[src/rtl/farrow_ctrl.sv]
// Farrow resampler control: phase accumulator, filter feed and keep-tag FIFO.
// Optional statistics counters are enabled with `define FARROW_CTRL_STATS_EN.
module farrow_ctrl #(
   parameter int TAG_DEPTH = 8,
   parameter int FLUSH_LEN = 3
) (
   input  logic               clk,
   input  logic               rst,
   input  logic               start,
   input  logic               stop,
   input  logic [15:0]        step_in,
   input  logic               in_valid,
   input  logic signed [15:0] in_data,
   output logic               in_ready,
   output logic               farrow_en,
   output logic signed [15:0] farrow_data,
   output logic signed [15:0] farrow_mu,
   input  logic               filt_valid,
   input  logic signed [15:0] filt_data,
   output logic               out_valid,
   output logic signed [15:0] out_data,
   output logic               busy,
   output logic               err
`ifdef FARROW_CTRL_STATS_EN
   ,
   output logic [31:0]        kept_cnt,
   output logic [31:0]        drop_cnt
`endif
);

   localparam int AW = $clog2(TAG_DEPTH);
   localparam int CW = AW + 1;
   localparam int FW = (FLUSH_LEN > 1) ? $clog2(FLUSH_LEN) : 1;
   localparam logic [CW:0]   DEPTH_C = (CW+1)'(TAG_DEPTH);
   localparam logic [FW-1:0] FLAST   = FW'(FLUSH_LEN - 1);
   localparam logic [16:0]   ONE     = 17'd16384;

   typedef enum logic [1:0] {S_IDLE, S_RUN, S_FLUSH} state_t;

   state_t        state_q, state_d;
   logic [15:0]   step_q;
   logic [16:0]   d_q;
   logic [FW-1:0] flush_cnt;
   logic          keep_r;

   logic [TAG_DEPTH-1:0] mem;
   logic [AW-1:0]        wr_ptr, rd_ptr;
   logic [CW-1:0]        count;

   logic room, accept, inject, keep_now, pop, full, do_push, head;

   // Count the tag already sitting in the farrow register so its push can never overflow.
   assign room     = ({1'b0, count} + {{CW{1'b0}}, farrow_en}) < DEPTH_C;
   assign in_ready = (state_q == S_RUN) && room;
   assign accept   = in_valid && in_ready;
   assign inject   = (state_q == S_FLUSH) && room;
   assign keep_now = (d_q < ONE);
   assign full     = (count == DEPTH_C[CW-1:0]);
   assign pop      = filt_valid && (count != '0);
   assign do_push  = farrow_en && (!full || pop);
   assign head     = mem[rd_ptr];
   assign busy     = (state_q != S_IDLE) || (count != '0) || farrow_en;

   always_comb begin
      state_d = state_q;
      case (state_q)
         S_IDLE:  if (start) state_d = S_RUN;
         S_RUN:   if (stop) state_d = S_FLUSH;
         S_FLUSH: if (inject && flush_cnt == FLAST) state_d = S_IDLE;
         default: state_d = S_IDLE;
      endcase
   end

   always_ff @(posedge clk) begin
      if (rst) begin
         state_q     <= S_IDLE;
         step_q      <= '0;
         d_q         <= '0;
         flush_cnt   <= '0;
         keep_r      <= 1'b0;
         farrow_en   <= 1'b0;
         farrow_data <= '0;
         farrow_mu   <= '0;
      end else begin
         state_q   <= state_d;
         farrow_en <= accept || inject;
         if (state_q == S_IDLE && start) begin
            step_q    <= (step_in < 16'd16384) ? 16'd16384 : step_in;
            d_q       <= '0;
            flush_cnt <= '0;
         end
         if (accept) begin
            farrow_data <= in_data;
            keep_r      <= keep_now;
            farrow_mu   <= keep_now ? {2'b00, d_q[13:0]} : 16'sd0;
            d_q         <= keep_now ? d_q + {1'b0, step_q} - ONE : d_q - ONE;
         end else if (inject) begin
            farrow_data <= '0;
            farrow_mu   <= '0;
            keep_r      <= 1'b0;
            flush_cnt   <= flush_cnt + 1'b1;
         end
      end
   end

   always_ff @(posedge clk) begin
      if (do_push) mem[wr_ptr] <= keep_r;
   end

   always_ff @(posedge clk) begin
      if (rst) begin
         wr_ptr    <= '0;
         rd_ptr    <= '0;
         count     <= '0;
         err       <= 1'b0;
         out_valid <= 1'b0;
         out_data  <= '0;
      end else begin
         if ((farrow_en && full && !pop) || (filt_valid && count == '0)) err <= 1'b1;
         if (do_push) wr_ptr <= wr_ptr + 1'b1;
         if (pop) rd_ptr <= rd_ptr + 1'b1;
         case ({do_push, pop})
            2'b10:   count <= count + 1'b1;
            2'b01:   count <= count - 1'b1;
            default: count <= count;
         endcase
         out_valid <= pop && head;
         if (pop && head) out_data <= filt_data;
      end
   end

`ifdef FARROW_CTRL_STATS_EN
   always_ff @(posedge clk) begin
      if (rst || (state_q == S_IDLE && start)) begin
         kept_cnt <= '0;
         drop_cnt <= '0;
      end else if (pop) begin
         if (head) kept_cnt <= kept_cnt + 32'd1;
         else      drop_cnt <= drop_cnt + 32'd1;
      end
   end
`endif

endmodule
[config.mk]
export PLATFORM = sky130hd
export DESIGN_NAME = farrow_ctrl
export DESIGN_NICKNAME = d
export VERILOG_FILES = /design/src/rtl/farrow_ctrl.sv
export SDC_FILE = /design/constraint.sdc
export NUM_CORES = 1
export LEC_CHECK = 0
export CAP_MARGIN = 25
export CORE_ASPECT_RATIO = 1.4
export CORE_MARGIN = 8
export CORE_UTILIZATION = 51
export DETAILED_ROUTE_END_ITERATION = 7
export GPL_ROUTABILITY_DRIVEN = 0
export PLACE_DENSITY = 0.79
export SLEW_MARGIN = 15
export SYNTH_ARGS = -nofsm -noshare
export SYNTH_HDL_FRONTEND = slang
export SYNTH_SLANG_ARGS = --single-unit
[constraint.sdc]
create_clock -name clk -period 2.9 [get_ports clk]
set_clock_uncertainty 0.05 [all_clocks]
set_input_delay 0.58 -clock clk [delete_from_list [all_inputs] [get_ports clk]]
set_output_delay 0.58 -clock clk [all_outputs]
set_load 0.005 [all_outputs]
==> results.py, run 1 <==
metrics = {
    "floorplan": {
        "rows": 43,
        "core_area_um2": 9790,
        "fp.dieArea_um2": 13400,
        "initial_core_util_pct": 51.7,
        "die_w_um": 100,
        "num_io_pins": 107,
        "dieHeight_um": 134,
    },
    "layout": {
        "nets": 737,
        "final_core_util_pct": 66.4,
        "final_common_cell": "clkdlybuf4s50_1",
        "syn_to_final_growth_pct": 28.4,
        "finish.instance_area_um2": 6500,
        "drive_gt1_share_pct": 7.40,
        "layout_common_cells": "clkdlybuf4s50_1 (103), dfxtp_1 (95), nor2_1 (74)",
        "diodes": 0,
    },
    "flow_run": {
        "cap_viol_max_count": 0,
    },
    "clock_network": {
        "cts_max_level": 3,
        "cts-root-buf": "clkbuf_16",
        "clockBufferDepth": 2,
        "clock_sinks": 105,
        "clkLatencyLatePin_ns": 0.34,
        "tritoncts": "built",
        "path_clk_slew_ns": 0.07,
        "cts_made_buffers": 9,
        "cts_hold_buf": 0,
    },
    "critical_path": {
        "worstPathMaxFanout": 7,
        "rrSetupSlack_ns": 0.20,
        "r2r-start": "d_q[1]$_SDFFE_PP0P_",
        "cp-endpoint": "busy",
        "crit_path_start": "count[0]$_SDFFE_PP0P_",
        "arrival_ns": 2.22,
        "required_ns": 2.27,
        "rr_worst_depth": 9,
        "cp-end-kind": "output port",
        "crit_path_start_kind": "flop",
        "r2r_end": "d_q[13]$_SDFFE_PP0P_",
        "critPathKind": "reg -> out",
    },
    "synth": {
        "synth-main-ff-cell": "dfxtp_1",
        "synth-seq-cells": 105,
        "ys_seq_area_share_pct": 43.1,
        "synth-edff-count": 8,
        "avgSynthCellArea_um2": 9.21,
        "synth_cells": 550,
        "synth.cell_area_um2": 5070,
        "ys_types": 63,
        "async_reset_ff_share_pct": 0,
        "synth_warnings": 0,
    },
    "sta": {
        "fmax_mhz": 351,
        "relSlewSlack_pct": 42.5,
        "setup_viol": 0,
        "rsz0062_at_grt": "no",
        "tightest_slew_ns": 0.863,
        "fin_crit_ns": 2.85,
        "hold_violations": 0,
        "maxSlewViolCount": 0,
        "fin_tns_setup_ns": 0,
        "holdWs_ns": 0.408,
        "fin_crit_sh_pct": 98.1,
    },
    "route": {
        "drc": 0,
        "vias": 4343,
        "vias_per_cell": 5.54,
        "drtIter0Drc": 219,
        "ant_nets": 0,
        "wl_per_cell_um": 15.7,
        "routed_wl_um": 12300,
        "first_pass_iters": 4,
    },
    "global_route": {
        "met2_usage_pct": 33.0,
        "use_met1_pct": 20.5,
        "gr-usage-all-layers_pct": 18.6,
        "grt.overflow.total": 0,
        "grt_pass1_wl_um": 20600,
        "grt_antenna_before_repair": 0,
        "grt_max_degree": 47,
        "top_usage_layer": "met2",
        "grt_pass1_vias": 4365,
        "grt.met3_usage_pct": 5.03,
    },
    "pwr": {
        "powerDensity_nw_per_um2": 537,
        "power_leakage_uw": 0.00253,
        "vdd_ir_drop_max_mv": 0.467,
    },
    "run_status": {
        "status": "completed",
    },
    "placed_design": {
        "portBuffers": 104,
        "place_hpwl_um": 9180,
        "placed_area_um2": 6210,
    },
    "hold_path": {
        "hold_depth": 2,
        "hold_class": "reg -> reg",
    },
}
==> Yosys cell counts (2+ instances only) <==
library cell / instances / share of area, %
a2111oi_0: 2 / 0.35
a211o_1: 2 / 0.35
a211oi_1: 4 / 0.59
a21o_1: 7 / 1.0
a21oi_1: 47 / 4.6
a22oi_1: 30 / 4.4
a31oi_1: 7 / 0.86
and2_1: 2 / 0.25
and3b_1: 3 / 0.52
buf_2: 7 / 0.69
buf_4: 2 / 0.30
buf_6: 2 / 0.44
clkbuf_1: 20 / 1.5
clkbuf_2: 2 / 0.20
dfxtp_1: 97 / 38
edfxtp_1: 8 / 4.7
ha_1: 38 / 9.4
inv_1: 12 / 0.89
mux2i_1: 19 / 3.8
mux4_1: 2 / 1.0
nand2_1: 45 / 3.3
nand2b_1: 5 / 0.62
nand3_1: 29 / 2.9
nand3b_1: 2 / 0.30
nand4b_1: 4 / 0.69
nor2_1: 74 / 5.5
nor2b_1: 2 / 0.25
nor3_1: 9 / 0.89
nor3b_1: 2 / 0.30
nor4b_1: 2 / 0.35
o21a_1: 2 / 0.30
o21ai_0: 9 / 0.89
o21bai_1: 2 / 0.30
o221ai_1: 2 / 0.35
o22ai_1: 2 / 0.25
or2_2: 3 / 0.37
or3_1: 3 / 0.37
xnor2_1: 7 / 1.2
xor2_1: 9 / 1.6
==> worst min-delay path by stage <==
stage | from | end | slack (ns)
6_report | step_q[1]$_SDFFE_PP0P_ | step_q[1]$_SDFFE_PP0P_ | 0.41
5_1_grt | step_q[8]$_SDFFE_PP0P_ | step_q[8]$_SDFFE_PP0P_ | 0.43
4_1_cts | step_q[1]$_SDFFE_PP0P_ | step_q[1]$_SDFFE_PP0P_ | 0.41
3_5_place_dp | step_q[1]$_SDFFE_PP0P_ | step_q[1]$_SDFFE_PP0P_ | 0.40
3_3_place_gp | step_q[15]$_SDFFE_PP0P_ | step_q[15]$_SDFFE_PP0P_ | 0.39
2_1_floorplan | step_q[0]$_SDFFE_PP0P_ | step_q[0]$_SDFFE_PP0P_ | 0.39
==> repair_timing <==
action | in CTS | in global routing
resized for setup | 1 | 4
endpoints found under the hold margin | 0 | 0
setup endpoints to repair | 1 | 3
pin swaps | 0 | 1
setup buffers | 0 | 0
==> layer usage <==
metal  vias up  part of all wire (%)  wire (um)
li1       2147                     -          -
met2       134                    52       6350
met4         0                   1.8        221
met5         -                     0          0
met1      2046                    40       4980
met3        16                   6.3        774
==> kinds of logic after synthesis <==
family                   count (synthesis)  synth area share, %
multiplexers                            23                 5.29
XOR/XNOR                                16                 2.77
buffers and inverters                   47                 4.47
adder cells (fa/ha/maj)                 39                 9.78
flip-flops                             105                 43.1
other                                    1               0.0740
AND/OR/NAND/NOR                        191                 17.7
AO/OA/AOI/OAI                          128                 16.8
==> critical path, stage by stage, from the launching register on <==
cell and delay [ns]:
dfxtp_2 0.36, or3_4 0.42, or4b_2 0.61, clkdlybuf4s50_1 0.48
==> stage by stage <==
stage,setup WS (ns),std cells,power (uW)
final,0.0545,784,3490
after floorplan,0.351,551,2120
after CTS,0.00236,784,3520
after global routing,0.00915,784,3660
after global placement,0.132,768,2370
after detailed placement,0.00828,768,2390
==> final cells by class <==
class | instances | area (um2)
clock buffers | 10 | 239
clock inverters | 6 | 41.3
fillers | 824 | 3290
inverters | 12 | 45.0
multi-input cells | 399 | 2680
flip-flops and latches | 105 | 2180
well taps | 135 | 169
repair buffers | 117 | 1150
==> power breakdown <==
| group | leakage (uW) | total, uW | internal, uW | switching, uW |
|---|---|---|---|---|
| combinational | 0.00154 | 746 | 390 | 356 |
| clock | 0.000136 | 1130 | 606 | 523 |
| sequential | 0.000861 | 1620 | 1550 | 73.3 |
| total | 0.00253 | 3490 | 2540 | 952 |
==> flip-flops by register name (all words and copies together), names as in the netlist <==
signal,cells
state_q,2
keep_r,1
d_q,17
wr_ptr,3
step_q,16
rd_ptr,3
out_data,16
farrow_mu,14
farrow_en,1
err,1
count,4
mem,8
farrow_data,16
out_valid,1
flush_cnt,2
(Power assumes the default switching activity.)
==> run 2: changes to the inputs <==
CTS_CLUSTER_DIAMETER = 200   (was unset)
REMOVE_ABC_BUFFERS = 1   (was unset)
==> results.py, run 2 (synthesized netlist as in run 1, its figures left out) <==
metrics = {
    "critical_path": {
        "max_stage_delay_ns": 0.62,
        "required_ns": 2.27,
        "critPathKind": "reg -> out",
        "arrival_ns": 2.21,
        "path_cells": "or3_4 -> or4b_2 -> clkdlybuf4s50_1",
        "cp_slowest_cell": "or4b_2",
        "worstPathMaxFanout": 7,
        "cp-end-kind": "output port",
        "crit_path_start_kind": "flop",
    },
    "sta": {
        "fin_tns_setup_ns": 0,
        "maxSlewViolCount": 0,
        "setup_viol": 0,
        "hold_violations": 0,
        "fmax_mhz": 353,
        "tightest_slew_ns": 0.667,
        "rsz0062_at_grt": "no",
        "relSlewSlack_pct": 55.6,
        "fin_crit_ns": 2.84,
        "fin_crit_sh_pct": 97.8,
        "worst_slack_ns": 0.0648,
    },
    "floorplan": {
        "fp.dieArea_um2": 13400,
        "dieHeight_um": 134,
        "die_w_um": 100,
        "core_area_um2": 9790,
        "rows": 43,
        "initial_core_util_pct": 51.7,
        "num_io_pins": 107,
    },
    "clock_network": {
        "path_clk_slew_ns": 0.07,
        "cts-root-buf": "clkbuf_16",
        "cts_hold_buf": 0,
        "cts_resized": 0,
        "tritoncts": "built",
        "post_cts_buffers": 0,
        "cts_max_level": 3,
        "cts_made_buffers": 9,
        "clock_sinks": 105,
        "clkLatencyLatePin_ns": 0.34,
        "clockBufferDepth": 2,
    },
    "route": {
        "ant_nets": 0,
        "routed_wl_um": 12500,
        "drc": 0,
        "vias": 4376,
        "drtIter0Drc": 196,
        "first_pass_iters": 4,
        "wl_per_cell_um": 16.0,
        "vias_per_cell": 5.57,
    },
    "global_route": {
        "grt_pass1_vias": 4401,
        "grt.overflow.total": 0,
        "grt_antenna_before_repair": 0,
        "grt_max_degree": 72,
        "grt_pass1_wl_um": 20300,
        "gr-usage-all-layers_pct": 18.6,
    },
    "pwr": {
        "vdd_ir_drop_max_mv": 0.304,
        "power_leakage_uw": 0.00256,
        "powerDensity_nw_per_um2": 564,
    },
    "placed_design": {
        "dp_slack_ns": 0.0524,
        "dp.cells": 769,
        "place_hpwl_um": 9140,
        "placed_area_um2": 6230,
        "portBuffers": 104,
    },
    "layout": {
        "nets": 738,
        "diodes": 0,
        "final_core_util_pct": 67.1,
        "syn_to_final_growth_pct": 29.7,
        "largest_reg_flops": 17,
        "layout_common_cells": "clkdlybuf4s50_1 (103), dfxtp_1 (95), nor2_1 (74)",
        "finish.instance_area_um2": 6570,
        "final_common_cell": "clkdlybuf4s50_1",
        "drive_gt1_share_pct": 7.23,
        "final_cells": 785,
        "regMostFlops": "d_q",
    },
    "hold_path": {
        "hold_class": "reg -> reg",
    },
    "flow_run": {
        "cap_viol_max_count": 0,
    },
    "run_status": {
        "status": "completed",
    },
}
run 2: changes by cell type in the layout (fill, tap and decap cells not counted):
cell / previous run / this run
inv_8: 1 / 0
buf_12: 1 / 2
a31oi_2: 1 / 0
clkinv_2: 3 / 0
clkbuf_1: 0 / 1
bufinv_16: 0 / 2
clkbuf_8: 1 / 2
a31oi_1: 6 / 7
run 2: cell type report:
type | count | area (um2)
fillers | 815 | 3220
inverters | 12 | 45.0
clock buffers | 12 | 256
well taps | 135 | 169
flip-flops and latches | 105 | 2180
clock inverters | 4 | 75.1
multi-input cells | 399 | 2670
repair buffers | 118 | 1170
run 2: worst paths after layout:
path                           from  slack (ns)  cells past startpoint                endpoint
min reg2reg  step_q[4]$_SDFFE_PP0P_        0.41                      2  step_q[4]$_SDFFE_PP0P_
min          step_q[4]$_SDFFE_PP0P_        0.41                      2  step_q[4]$_SDFFE_PP0P_
max reg2reg     d_q[1]$_SDFFE_PP0P_        0.18                      9    d_q[13]$_SDFFE_PP0P_
max           count[0]$_SDFFE_PP0P_        0.06                      3                    busy
run 2: metal layers:
metal	up-vias	part of all wire, %	wire length, um	GRT usage (%)
met5	-	0	0	0
met4	0	2.2	277	8.61
met3	23	4.6	579	3.11
met2	103	54	6740	35.9
met1	2102	39	4930	18.4
li1	2148	-	-	-
run 2: worst max-delay path, delay by kind of cell, from the launching register on:
kind,cells,cell delay [ns]
DFF,1,0.36
and+or+nand+nor,2,1.04
buffers and inverters,1,0.47
run 2: power by group:
group / total [uW] / internal [uW] / switching [uW]
clock network: 1330 / 804 / 525
registers: 1620 / 1550 / 74.4
logic: 752 / 395 / 357
total: 3700 / 2750 / 956
run 2: stage by stage:
step	power [uW]	hold WS [ns]
2_1_floorplan	2060	0.380
3_3_place_gp	2370	0.393
3_5_place_dp	2400	0.405
4_1_cts	3730	0.415
5_1_grt	3860	0.426
6_report	3700	0.412
